===== src/rtl/memory_arbiter_pkg.sv =====
// Shared types and constants for the memory port arbiter.
package memory_arbiter_pkg;

    // Transaction FSM states
    typedef enum logic [1:0] {
        IDLE  = 2'd0,
        ISSUE = 2'd1,
        WAIT  = 2'd2,
        RESP  = 2'd3
    } arb_state_e;

    // Port identifiers used for ownership and last-grant tracking
    localparam logic PORT_INST = 1'b0;
    localparam logic PORT_DATA = 1'b1;

    // Counter width for the watchdog; at least one bit even when disabled
    function automatic int wd_cnt_width(input int timeout_cycles);
        return (timeout_cycles > 0) ? $clog2(timeout_cycles + 1) : 1;
    endfunction

endpackage


===== src/rtl/arbiter_grant_select.sv =====
// Combinational winner selection between the instruction and data ports.
// Build option: ARBITER_ROUND_ROBIN_EN selects round-robin, otherwise the
// data port has fixed priority and no last-grant input exists.
module arbiter_grant_select
    import memory_arbiter_pkg::*;
(
    input  logic inst_req,
    input  logic data_req,
`ifdef ARBITER_ROUND_ROBIN_EN
    input  logic last_grant,
`endif
    output logic winner
);

    // Pick the owner; only meaningful when at least one request is high
    always_comb begin
        winner = PORT_INST;
`ifdef ARBITER_ROUND_ROBIN_EN
        if (inst_req && data_req) winner = ~last_grant;
        else if (data_req)        winner = PORT_DATA;
        else                      winner = PORT_INST;
`else
        if (data_req)             winner = PORT_DATA;
        else if (inst_req)        winner = PORT_INST;
`endif
    end

endmodule


===== src/rtl/memory_port_arbiter.sv =====
// Shares one single-port memory between instruction and data ports.
// One transaction in flight: grant, issue, wait for response, return.
// A watchdog releases the bus when memory never answers.
// Build option: ARBITER_ROUND_ROBIN_EN (round-robin on contention;
// undefined gives fixed data-port priority).
module memory_port_arbiter
    import memory_arbiter_pkg::*;
#(
    parameter int ADDR_WIDTH     = 32,
    parameter int DATA_WIDTH     = 32,
    parameter int TIMEOUT_CYCLES = 255
) (
    input  logic                  clk,
    input  logic                  reset,

    input  logic                  inst_read,
    input  logic                  inst_write,
    input  logic [ADDR_WIDTH-1:0] inst_address,
    input  logic [DATA_WIDTH-1:0] inst_write_data,
    output logic [DATA_WIDTH-1:0] inst_read_data,
    output logic                  inst_response,

    input  logic                  data_read,
    input  logic                  data_write,
    input  logic [ADDR_WIDTH-1:0] data_address,
    input  logic [DATA_WIDTH-1:0] data_write_data,
    output logic [DATA_WIDTH-1:0] data_read_data,
    output logic                  data_response,

    output logic                  mem_read,
    output logic                  mem_write,
    output logic [ADDR_WIDTH-1:0] mem_address,
    output logic [DATA_WIDTH-1:0] mem_write_data,
    input  logic [DATA_WIDTH-1:0] mem_read_data,
    input  logic                  mem_response,

    output logic                  timeout_error
);

    localparam int          CNT_W  = wd_cnt_width(TIMEOUT_CYCLES);
    localparam bit          WD_EN  = (TIMEOUT_CYCLES > 0);
    localparam logic [CNT_W-1:0] CNT_MAX = {CNT_W{1'b1}};
    localparam logic [CNT_W-1:0] CNT_LIM = CNT_W'(TIMEOUT_CYCLES);

    arb_state_e       state_q, state_d;
    logic             owner_q;
    logic             op_write_q;
    logic             timed_out_q;
    logic [CNT_W-1:0] cnt_q;
    logic [CNT_W-1:0] cnt_inc;
    logic             timeout_hit;
    logic             inst_req, data_req;
    logic             winner;
    logic             last_grant;

    assign inst_req = inst_read | inst_write;
    assign data_req = data_read | data_write;

`ifdef ARBITER_ROUND_ROBIN_EN
    logic last_grant_q;
    assign last_grant = last_grant_q;

    // Remember the most recent winner so contention alternates
    always_ff @(posedge clk) begin
        if (reset)
            last_grant_q <= PORT_DATA;
        else if (state_q == IDLE && (inst_req || data_req))
            last_grant_q <= winner;
    end
`else
    assign last_grant = PORT_DATA;
`endif

    arbiter_grant_select u_grant (
        .inst_req   (inst_req),
        .data_req   (data_req),
`ifdef ARBITER_ROUND_ROBIN_EN
        .last_grant (last_grant),
`endif
        .winner     (winner)
    );

    // The ISSUE cycle counts as the first waited cycle, so RESP lands
    // TIMEOUT_CYCLES cycles after ISSUE when memory stays silent.
    assign cnt_inc     = (cnt_q == CNT_MAX) ? cnt_q : cnt_q + 1'b1;
    assign timeout_hit = WD_EN && (cnt_inc >= CNT_LIM);

    // State register
    always_ff @(posedge clk) begin
        if (reset) state_q <= IDLE;
        else       state_q <= state_d;
    end

    // Next-state logic
    always_comb begin
        state_d = state_q;
        unique case (state_q)
            IDLE:  if (inst_req || data_req) state_d = ISSUE;
            ISSUE: state_d = mem_response ? RESP : WAIT;
            WAIT:  if (mem_response || timeout_hit) state_d = RESP;
            RESP:  state_d = IDLE;
            default: state_d = IDLE;
        endcase
    end

    // Output decode from state and ownership
    always_comb begin
        mem_read      = (state_q == ISSUE) && !op_write_q;
        mem_write     = (state_q == ISSUE) &&  op_write_q;
        inst_response = (state_q == RESP) && (owner_q == PORT_INST);
        data_response = (state_q == RESP) && (owner_q == PORT_DATA);
        timeout_error = (state_q == RESP) && timed_out_q;
    end

    // Watchdog counter: idle at zero, saturating count while waiting
    always_ff @(posedge clk) begin
        if (reset || state_q == IDLE || state_q == RESP)
            cnt_q <= '0;
        else
            cnt_q <= cnt_inc;
    end

    // Grant latch, memory request registers and per-port read data capture
    always_ff @(posedge clk) begin
        if (reset) begin
            owner_q        <= PORT_INST;
            op_write_q     <= 1'b0;
            timed_out_q    <= 1'b0;
            mem_address    <= '0;
            mem_write_data <= '0;
            inst_read_data <= '0;
            data_read_data <= '0;
        end else begin
            if (state_q == IDLE && (inst_req || data_req)) begin
                owner_q     <= winner;
                timed_out_q <= 1'b0;
                if (winner == PORT_DATA) begin
                    op_write_q     <= data_write;
                    mem_address    <= data_address;
                    mem_write_data <= data_write_data;
                end else begin
                    op_write_q     <= inst_write;
                    mem_address    <= inst_address;
                    mem_write_data <= inst_write_data;
                end
            end
            if ((state_q == ISSUE || state_q == WAIT) && mem_response) begin
                if (owner_q == PORT_DATA) data_read_data <= mem_read_data;
                else                      inst_read_data <= mem_read_data;
            end else if (state_q == WAIT && timeout_hit) begin
                timed_out_q <= 1'b1;
                if (owner_q == PORT_DATA) data_read_data <= '0;
                else                      inst_read_data <= '0;
            end
        end
    end

endmodule

===== config.mk =====
export PLATFORM = sky130hd
export DESIGN_NAME = memory_port_arbiter
export DESIGN_NICKNAME = d
export VERILOG_FILES = /design/src/rtl/memory_arbiter_pkg.sv /design/src/rtl/arbiter_grant_select.sv /design/src/rtl/memory_port_arbiter.sv
export SDC_FILE = /design/constraint.sdc
export NUM_CORES = 1
export LEC_CHECK = 0
export ABC_AREA = 0
export BUFFER_PORTS_ARGS = -buffer_cell sky130_fd_sc_hd__buf_2
export CORE_MARGIN = 4
export CORE_UTILIZATION = 47
export CTS_BUF_LIST = sky130_fd_sc_hd__clkbuf_4
export CTS_CLUSTER_DIAMETER = 100
export DETAILED_ROUTE_END_ITERATION = 10
export MAX_ROUTING_LAYER = met4
export PLACE_DENSITY = 0.82
export RECOVER_POWER = 50
export SLEW_MARGIN = 20
export SYNTH_ARGS = -nofsm -noshare
export SYNTH_HDL_FRONTEND = slang
export SYNTH_SLANG_ARGS = --single-unit
export TNS_END_PERCENT = 100

===== constraint.sdc =====
create_clock -name clk -period 2.7 [get_ports clk]
set_input_delay 0.405 -clock clk [delete_from_list [all_inputs] [get_ports clk]]
set_output_delay 0.405 -clock clk [all_outputs]
set_load 0.02 [all_outputs]

==> results of run 1 <==
-- Yosys cell counts (2+ instances only) --
cell	n	area (sq um)
buf_6	8	90.1
nor2_1	73	274
and3_1	3	18.8
nor3_1	5	25.0
a211oi_1	4	30.0
or3_1	2	12.5
o21ai_0	64	320
nand4_1	2	12.5
a311oi_1	64	561
o21ai_1	2	10.0
a21oi_1	4	20.0
nand3_1	4	20.0
buf_4	2	15.0
and2_1	3	18.8
nor4_1	2	12.5
nand2b_1	5	31.3
a31oi_1	4	25.0
nand2_1	100	375
dfxtp_1	141	2820
o2bb2ai_1	62	543
inv_1	7	26.3
o22ai_4	2	40.0
nor2b_1	3	18.8
and3_2	2	15.0
o2bb2ai_2	3	45.0
ha_1	5	62.6
clkbuf_1	54	203
-- state kept, by name, indices dropped and copies added, names as in the netlist --
| signal | flops |
|---|---|
| cnt_q | 8 |
| data_read_data | 32 |
| inst_read_data | 32 |
| mem_address | 32 |
| mem_write_data | 32 |
| op_write_q | 1 |
| owner_q | 1 |
| state_q | 2 |
| timed_out_q | 1 |
-- metrics by stage --
step	std cells	power (uW)	setup WS [ns]	hold slack (ns)
2_1_floorplan	651	5400	0.589	0.450
3_3_place_gp	1065	6450	0.200	0.440
3_5_place_dp	1065	6510	0.112	0.443
4_1_cts	1097	8120	0.101	0.0503
5_1_grt	1105	8440	0.0214	0.0613
6_report	1105	7960	0.142	0.102
-- metal layers --
metal,wire (um),global-route usage (%),vias up
met5,0,-,-
met1,7440,29.8,2705
met2,8600,37.0,340
met4,719,12.8,0
met3,1780,6.83,55
li1,-,-,2937
-- final timing paths --
check | end | slack [ns] | cells after the start
worst max register to register | inst_read_data[27] | 0.14 | 8
worst min register to register | data_read_data[11] | 0.48 | 1
worst max-delay path | inst_read_data[27] | 0.14 | 8
worst min-delay path | mem_write_data[24] | 0.10 | 3
-- power groups by stage --
stage          combinational [uW]  sequential [uW]  clock [uW]
2_1_floorplan                1640             3760           0
3_3_place_gp                 3390             3070           0
3_5_place_dp                 3440             3070           0
4_1_cts                      3450             3030        1640
5_1_grt                      3590             3130        1720
6_report                     3290             3060        1610
-- placed cells by master (no fill, tap or decap), drive strengths merged, types with 2 or more instances in the layout --
| master | instances |
|---|---|
| a211oi | 5 |
| clkinv | 6 |
| a31oi | 5 |
| bufinv | 5 |
| nand3 | 5 |
| nor2 | 73 |
| clkinvlp | 4 |
| dfxtp | 141 |
| inv | 8 |
| o22ai | 5 |
| nor4 | 2 |
| nand2 | 101 |
| diode | 4 |
| nand2b | 5 |
| o2bb2ai | 65 |
| nand4 | 2 |
| and2 | 3 |
| o21ai | 66 |
| ha | 5 |
| nor3 | 5 |
| nand3b | 2 |
| a311oi | 64 |
| a21oi | 4 |
| buf | 185 |
| or3 | 2 |
| nor2b | 3 |
| and3 | 6 |
| clkbuf | 145 |
-- layout make-up --
type	instances	area (sq um)
Antenna cell	4	10.0
Clock buffer	17	128
Clock inverter	15	220
Fill cell	1117	4500
Inverter	8	30.0
Multi-Input combinational cell	439	2750
Sequential cell	141	2820
Tap cell	168	210
Timing Repair Buffer	313	1440
-- worst register-to-register path: stages (launching register included) --
cell and delay, ns:
dfxtp_1 0.46, ha_1 0.36, nand2_2 0.09, or3_1 0.32, a31oi_2 0.25, nor4b_4 0.08
buf_4 0.16, o22ai_2 0.58, o2bb2ai_1 0.19
-- kinds of logic (layout without fill, tap and decap cells) --
kind of cell	count (synthesis)	after routing	share of synthesized area (%)
simple gates	211	211	15.7
flops	141	141	48.2
compound gates	218	220	28.8
buf+inv	73	353	5.85
other cells	0	4	0
xor+xnor	2	2	0.299
fa+ha+maj	5	5	1.07
mux	1	1	0.171
-- what timing repair did --
| item | in CTS | in global routing |
|---|---|---|
| buffers inserted | 0 | 2 |
| setup endpoints to repair | 0 | 64 |
| gates resized for setup | 0 | 1 |
==> metrics, run 1 <==
Rows 40; Worst setup SP type flop; WP data arrival 3.03 ns; max cap viols 0; crit share post-route 94.7%; CP max stage delay 0.58 ns; Setup crit start cnt_q[0]; FF-to-FF Start cnt_q[0]; LEAKAGE 0.00297 uW; Iter 0 DRT Violations 480; WP buf/inv 1; die width 120 um; Die ar. 14300 sq um; Hold Crit Class in2reg; RSZ-0062 raised after global routing false; Fin Clk Skew 0.0156 ns; Crit Path Category reg2reg; critical path peak fanout 16; I/O Buffers 299; # nets final 1092; Post-DP HPWL 12.8 mm; first-pass GRT wire length 27.4 mm; Final Routed Wirelength 18.5 mm; switching power 3450 uW; sequential power share 38.4%; TNS Setup 0 ns; Comb pwr share 41.3%; fin area 7610 sq um; Detailed Routing Iterations Pass 1 6; final core occ 62.8%; Post-synth ARST share 0%; Post-synth EDFFs 0; CTS Buf Count 17; status finished clean; register area share after synthesis 48.2%; critical path's top delay family compound AO/OA/AOI/OAI gates; Worst IR Drop VDD 0.000723 V; core region area 12100 sq um; Period minus WS final 2.56 ns; share of cells above drive strength 1 25.4%; mapped cell area 5860 sq um; ys flop type dfxtp_1; slowest CP cell o22ai_2; vias in the first global route 5486; CTS root buffer clkbuf_4; syn nets 823; Placer Congestion 0.884; crit-path cells ha_1 > nand2_2 > or3_1 > a31oi_2 > nor4b_4 > buf_4 > o22ai_2 > o2bb2ai_1; sw frac 43.3%; fmax 0.391 GHz; Cells after Synth 651; Via density 5.46; hold violation count in the final report 0; Post-CTS Hold Buffers 0; GRT overflow 0; Yosys warning count 0; CTS tree yes; syn_area_per_cell 9.00 sq um; library cells used by synthesis 48; Clock Latency Late Sink 0.55 ns; setup violators final 0; routed vias 6037; Clk pin slew, worst setup/hold paths 0.12 ns; H-Tree Depth 4; I/O pin count 300; clk buf depth 2; Worst Min Path Start inst_write_data[24]; Post-DRT Antenna Nets 0; Clk pwr share 20.2%; largest net degree at the start of global routing 133; die height 120 um; Power Density 1050 nW/um^2; gr usage total 24.5%; Least-Margin Pin Slew 1.22 ns; Crit path required time 3.18 ns; Area after DPL 7380 sq um; Layout area overhead 29.9%; Final Max Slew Viols 0; Slew HR 18.6%; CP Capture Type flop; CTS Sinks 141; Pint 4520 uW; flip-flop and latch count after synthesis 141; starting density of the core 48.4%; initial antenna violation count 4; Routed WL per cell 16.8 um; drt drc 0
Note: power is estimated with default switching activity, not from simulation.
==> inputs of run 2 (changes only) <==
Settings changed: CORE_ASPECT_RATIO set to 1.4.
==> run 2 against run 1 <==
Net effect:
- routed wire length grew 0.23%
- sequential share of layout area up 0.51 points
- via count is 1.3% lower
- sequential cell count is the same
- global-route usage increased by 0.69 points
- critical path depth up 1
- setup slack gained 0.052 ns
- clock power is 19% lower
- utilization shrank 1.6 points
- largest cell class unchanged
- largest power group unchanged
- highest routed layer unchanged
==> metrics, run 2 (same netlist as run 1, synthesis figures left out) <==
status finished clean; fmax 0.399 GHz; FF-to-FF Start cnt_q[0]; R2R Path End data_read_data[17]; Setup crit start cnt_q[0]; worst r2r path cells 9; Cells on Worst Hold Path 3; Hold Path Sink mem_write_data[16]; Post-DP HPWL 13.3 mm; RSZ-0062 raised after global routing false; Power Density 1020 nW/um^2; Worst setup SP type flop; Crit Path Category reg2reg; die width 102 um; TNS Setup 0 ns; clk buf depth 2; Slew HR 40.9%; Period minus WS final 2.51 ns; drt drc 0; Final Max Slew Viols 0; Post-CTS Hold Buffers 0; WP data arrival 2.89 ns; gr usage total 25.1%; # nets final 1092; starting density of the core 47.8%; most common cell after layout, fill and taps aside buf_2; largest net degree at the start of global routing 91; first-pass GRT wire length 27.8 mm; crit share post-route 92.8%; Crit path required time 3.09 ns; max cap viols 0; vias in the first global route 5582; Placer Congestion 0.884; R2R Setup Slk 0.19 ns; I/O pin count 300; Via density 5.50; Die ar. 14300 sq um; CTS Buf Count 17; Final Routed Wirelength 18.6 mm; die height 140 um; CP Capture Type flop; I/O Buffers 299; LEAKAGE 0.00293 uW; CTS root buffer clkbuf_4; Worst IR Drop VDD 0.000493 V; CTS Sinks 141; core region area 12300 sq um; initial antenna violation count 1; Detailed Routing Iterations Pass 1 5; CTS tree yes; Worst Min Path Start inst_write_data[16]; GRT overflow 0; Post-DRT Antenna Nets 0; routed vias 5960; Hold Crit Class in2reg; Fin Clk Skew 0.0238 ns; Layout area overhead 28.1%; Clock Latency Late Sink 0.53 ns; setup violators final 0; critical path peak fanout 16; Routed WL per cell 17.2 um; Rows 48; Least-Margin Pin Slew 0.886 ns; Tot Pwr 7670 uW; H-Tree Depth 4; hold violation count in the final report 0; Clk pin slew, worst setup/hold paths 0.14 ns; most frequent cells in the layout buf_2, dfxtp_1, clkbuf_1; share of cells above drive strength 1 25.4%; Iter 0 DRT Violations 301
-- run 2: final cells by class --
| class | instances | area, sq um |
|---|---|---|
| Antenna cell | 1 | 2.50 |
| Clock buffer | 18 | 135 |
| Clock inverter | 13 | 133 |
| Fill cell | 1146 | 4740 |
| Inverter | 8 | 30.0 |
| Multi-Input combinational cell | 439 | 2760 |
| Sequential cell | 141 | 2820 |
| Tap cell | 150 | 188 |
| Timing Repair Buffer | 313 | 1440 |
-- run 2: repair_timing --
action	CTS	global route
setup endpoints to repair	0	64
buffers inserted	0	1
resized for setup	0	2
-- run 2: power by group --
group / switching (uW) / leakage (uW) / internal (uW)
Clock: 819 / 0.000134 / 484
Combinational: 2300 / 0.00164 / 992
Sequential: 378 / 0.00116 / 2700
-- run 2: worst max path at each step --
stage	end	cells after the start
detailed placement	data_read_data[17]	8
CTS	data_read_data[17]	7
finish	data_read_data[17]	9
global placement	data_read_data[11]	7
global route	data_read_data[1]	9
floorplan	data_read_data[22]	9
-- run 2: worst max-delay path: stages, from the launching register on --
cell	delay (ns)
dfxtp_1	0.46
ha_1	0.41
nand2_2	0.09
buf_4	0.16
nor4_1	0.25
a31oi_2	0.10
nor4b_4	0.28
buf_4	0.23
o22ai_4	0.20
o2bb2ai_1	0.21
-- run 2: layer usage --
| metal | GRT usage, % | routed length (um) | vias to the layer above |
|---|---|---|---|
| met5 | - | 0 | - |
| met4 | 9.95 | 459 | 0 |
| met3 | 6.83 | 1950 | 32 |
| met2 | 40.5 | 9130 | 302 |
| met1 | 29.6 | 7040 | 2695 |
| li1 | - | - | 2931 |
-- run 2: through the flow --
| step | std cells | setup WS (ns) | hold WS [ns] | util, % | instance area (sq um) |
|---|---|---|---|---|---|
| floorplan | 651 | 0.589 | 0.450 | - | 5860 |
| global route | 1083 | 0.0305 | 0.0654 | 61.3 | 7510 |
| finish | 1083 | 0.194 | 0.114 | 61.3 | 7510 |
| CTS | 1079 | 0.0374 | 0.0520 | 62.3 | 7630 |
| detailed placement | 1048 | 0.0706 | 0.442 | 60.1 | 7360 |
| global placement | 1048 | 0.132 | 0.440 | 60.1 | 7360 |
==> inputs of run 3 (changes only) <==
Settings changed: CORE_ASPECT_RATIO 1.4 to 0.5.
==> run 3 against run 2 <==
Net effect:
- routed wire length fell by 2.9%
- register-to-register slack got worse by 0.04 ns
- final area rose by 0.97%
- via count rose by 1.2%
- setup slack got worse by 0.043 ns
- power rose by 1.0%
- die area rose by 0.58%
- fmax fell by 1.7%
- clock skew rose by 0.0065 ns
- highest routed layer unchanged
- sequential share of layout area fell by 0.36 points
==> metrics, run 3 (same netlist as run 1, synthesis figures left out) <==
status finished clean; hold violation count in the final report 0; most common cell after layout, fill and taps aside buf_2; CP Capture Type flop; I/O pin count 300; starting density of the core 48.8%; H-Tree Depth 4; Fin Clk Skew 0.0303 ns; Iter 0 DRT Violations 395; vias in the first global route 5620; fmax 0.392 GHz; drt drc 0; Post-DP HPWL 12.6 mm; critical path peak fanout 16; Layout area overhead 29.4%; dpl ws 0.0740 ns; Clk pin slew, worst setup/hold paths 0.16 ns; R2R Setup Slk 0.15 ns; Setup crit start cnt_q[0]; clk buf depth 2; Least-Margin Pin Slew 1.15 ns; CTS root buffer clkbuf_4; R2R Path End inst_read_data[31]; most frequent cells in the layout buf_2, dfxtp_1, clkbuf_1; WP data arrival 2.95 ns; Crit path required time 3.11 ns; largest net degree at the start of global routing 71; CTS Buf Count 17; die height 87.0 um; first-pass GRT wire length 27.7 mm; Hold Crit Class in2reg; die width 166 um; Final Max Slew Viols 0; LEAKAGE 0.00297 uW; # nets final 1093; routed vias 6030; worst r2r path cells 9; FF-to-FF Start cnt_q[0]; Die ar. 14400 sq um; max cap viols 0; GRT overflow 0; CTS Sinks 141; Placer Congestion 0.892; core region area 12000 sq um; Worst setup SP type flop; gr usage total 23.8%; final core occ 63.1%; Crit Path Category reg2reg; Routed WL per cell 16.4 um; initial antenna violation count 1; Slew HR 23.5%; worst setup path endpoint inst_read_data[31]; TNS Setup 0 ns; setup violators final 0; I/O Buffers 299; RSZ-0062 raised after global routing false; Post-DRT Antenna Nets 0; share of cells above drive strength 1 25.6%; Power Density 1020 nW/um^2; Detailed Routing Iterations Pass 1 5; Via density 5.48; Final Routed Wirelength 18.0 mm; Rows 28; Fillers 1100; crit share post-route 94.4%; Period minus WS final 2.55 ns; CTS tree yes; worst setup margin 0.151 ns; Worst IR Drop VDD 0.000503 V; Clock Latency Late Sink 0.54 ns
==> run 3: cell types whose count changed in the layout (fill, tap and decap cells not counted), sizes merged <==
cell | previous run | this run
clkinv | 3 | 9
clkinvlp | 4 | 0
buf | 184 | 186
clkbuf | 147 | 145
bufinv | 1 | 0
inv | 13 | 14
==> run 3: how the worst min path moves through the flow <==
stage	startpoint	endpoint	slack, ns	cells after the start
global placement	data_read_data[29]	data_read_data[29]	0.44	1
CTS	inst_address[2]	mem_address[2]	0.07	3
global route	inst_address[10]	mem_address[10]	0.07	3
floorplan	timed_out_q	timed_out_q	0.45	2
finish	inst_write_data[11]	mem_write_data[11]	0.1	3
detailed placement	data_read_data[15]	data_read_data[15]	0.44	1
==> run 3: metal layers <==
| metal | vias up | global-route usage [%] | routed length [um] |
|---|---|---|---|
| met3 | 36 | 5.67 | 1220 |
| li1 | 2931 | - | - |
| met5 | - | - | 0 |
| met4 | 0 | 6.96 | 380 |
| met1 | 2814 | 27.8 | 7480 |
| met2 | 249 | 41.6 | 8970 |
==> run 3: repair_timing <==
action | in CTS | in global routing
setup buffers | 0 | 1
setup endpoints to repair | 0 | 64
hold endpoints to repair | 0 | 0
hold buffers | 0 | 0
gates resized for setup | 0 | 2
==> run 3: final cells by class <==
class / count / area, sq um / area share, %
timing repair buffer: 314 / 1450 / 19.1
clock inverter: 15 / 189 / 2.49
antenna: 1 / 2.50 / 0.0330
tap: 165 / 206 / 2.72
sequential: 141 / 2820 / 37.2
inverter: 8 / 30.0 / 0.396
multi-input combinational: 439 / 2760 / 36.4
clock buffer: 17 / 128 / 1.68
==> run 3: worst max-delay path, stage by stage (launching register included) <==
cell and delay [ns]:
dfxtp_1 0.51, ha_1 0.40, nand2_2 0.09, buf_4 0.16, o21ai_0 0.22, a31oi_2 0.16, nor4b_4 0.27, buf_4 0.22
o22ai_4 0.19, o2bb2ai_1 0.20
==> run 3: through the flow <==
| step | hold WS (ns) | std cells | total power [uW] | area, sq um |
|---|---|---|---|---|
| after detailed placement | 0.444 | 1064 | 6500 | 7390 |
| after global placement | 0.441 | 1064 | 6410 | 7390 |
| after floorplan | 0.450 | 651 | 5400 | 5860 |
| after CTS | 0.0712 | 1096 | 7920 | 7710 |
| final | 0.100 | 1100 | 7750 | 7580 |
| after global routing | 0.0665 | 1100 | 8260 | 7580 |
==> run 3: power breakdown <==
part / switching [uW] / leakage, uW / internal (uW) / total [uW]
Sequential: 375 / 0.00116 / 2700 / 3080
Clock: 966 / 0.000167 / 448 / 1410
Combinational: 2270 / 0.00164 / 990 / 3260
Total: 3610 / 0.00297 / 4140 / 7750
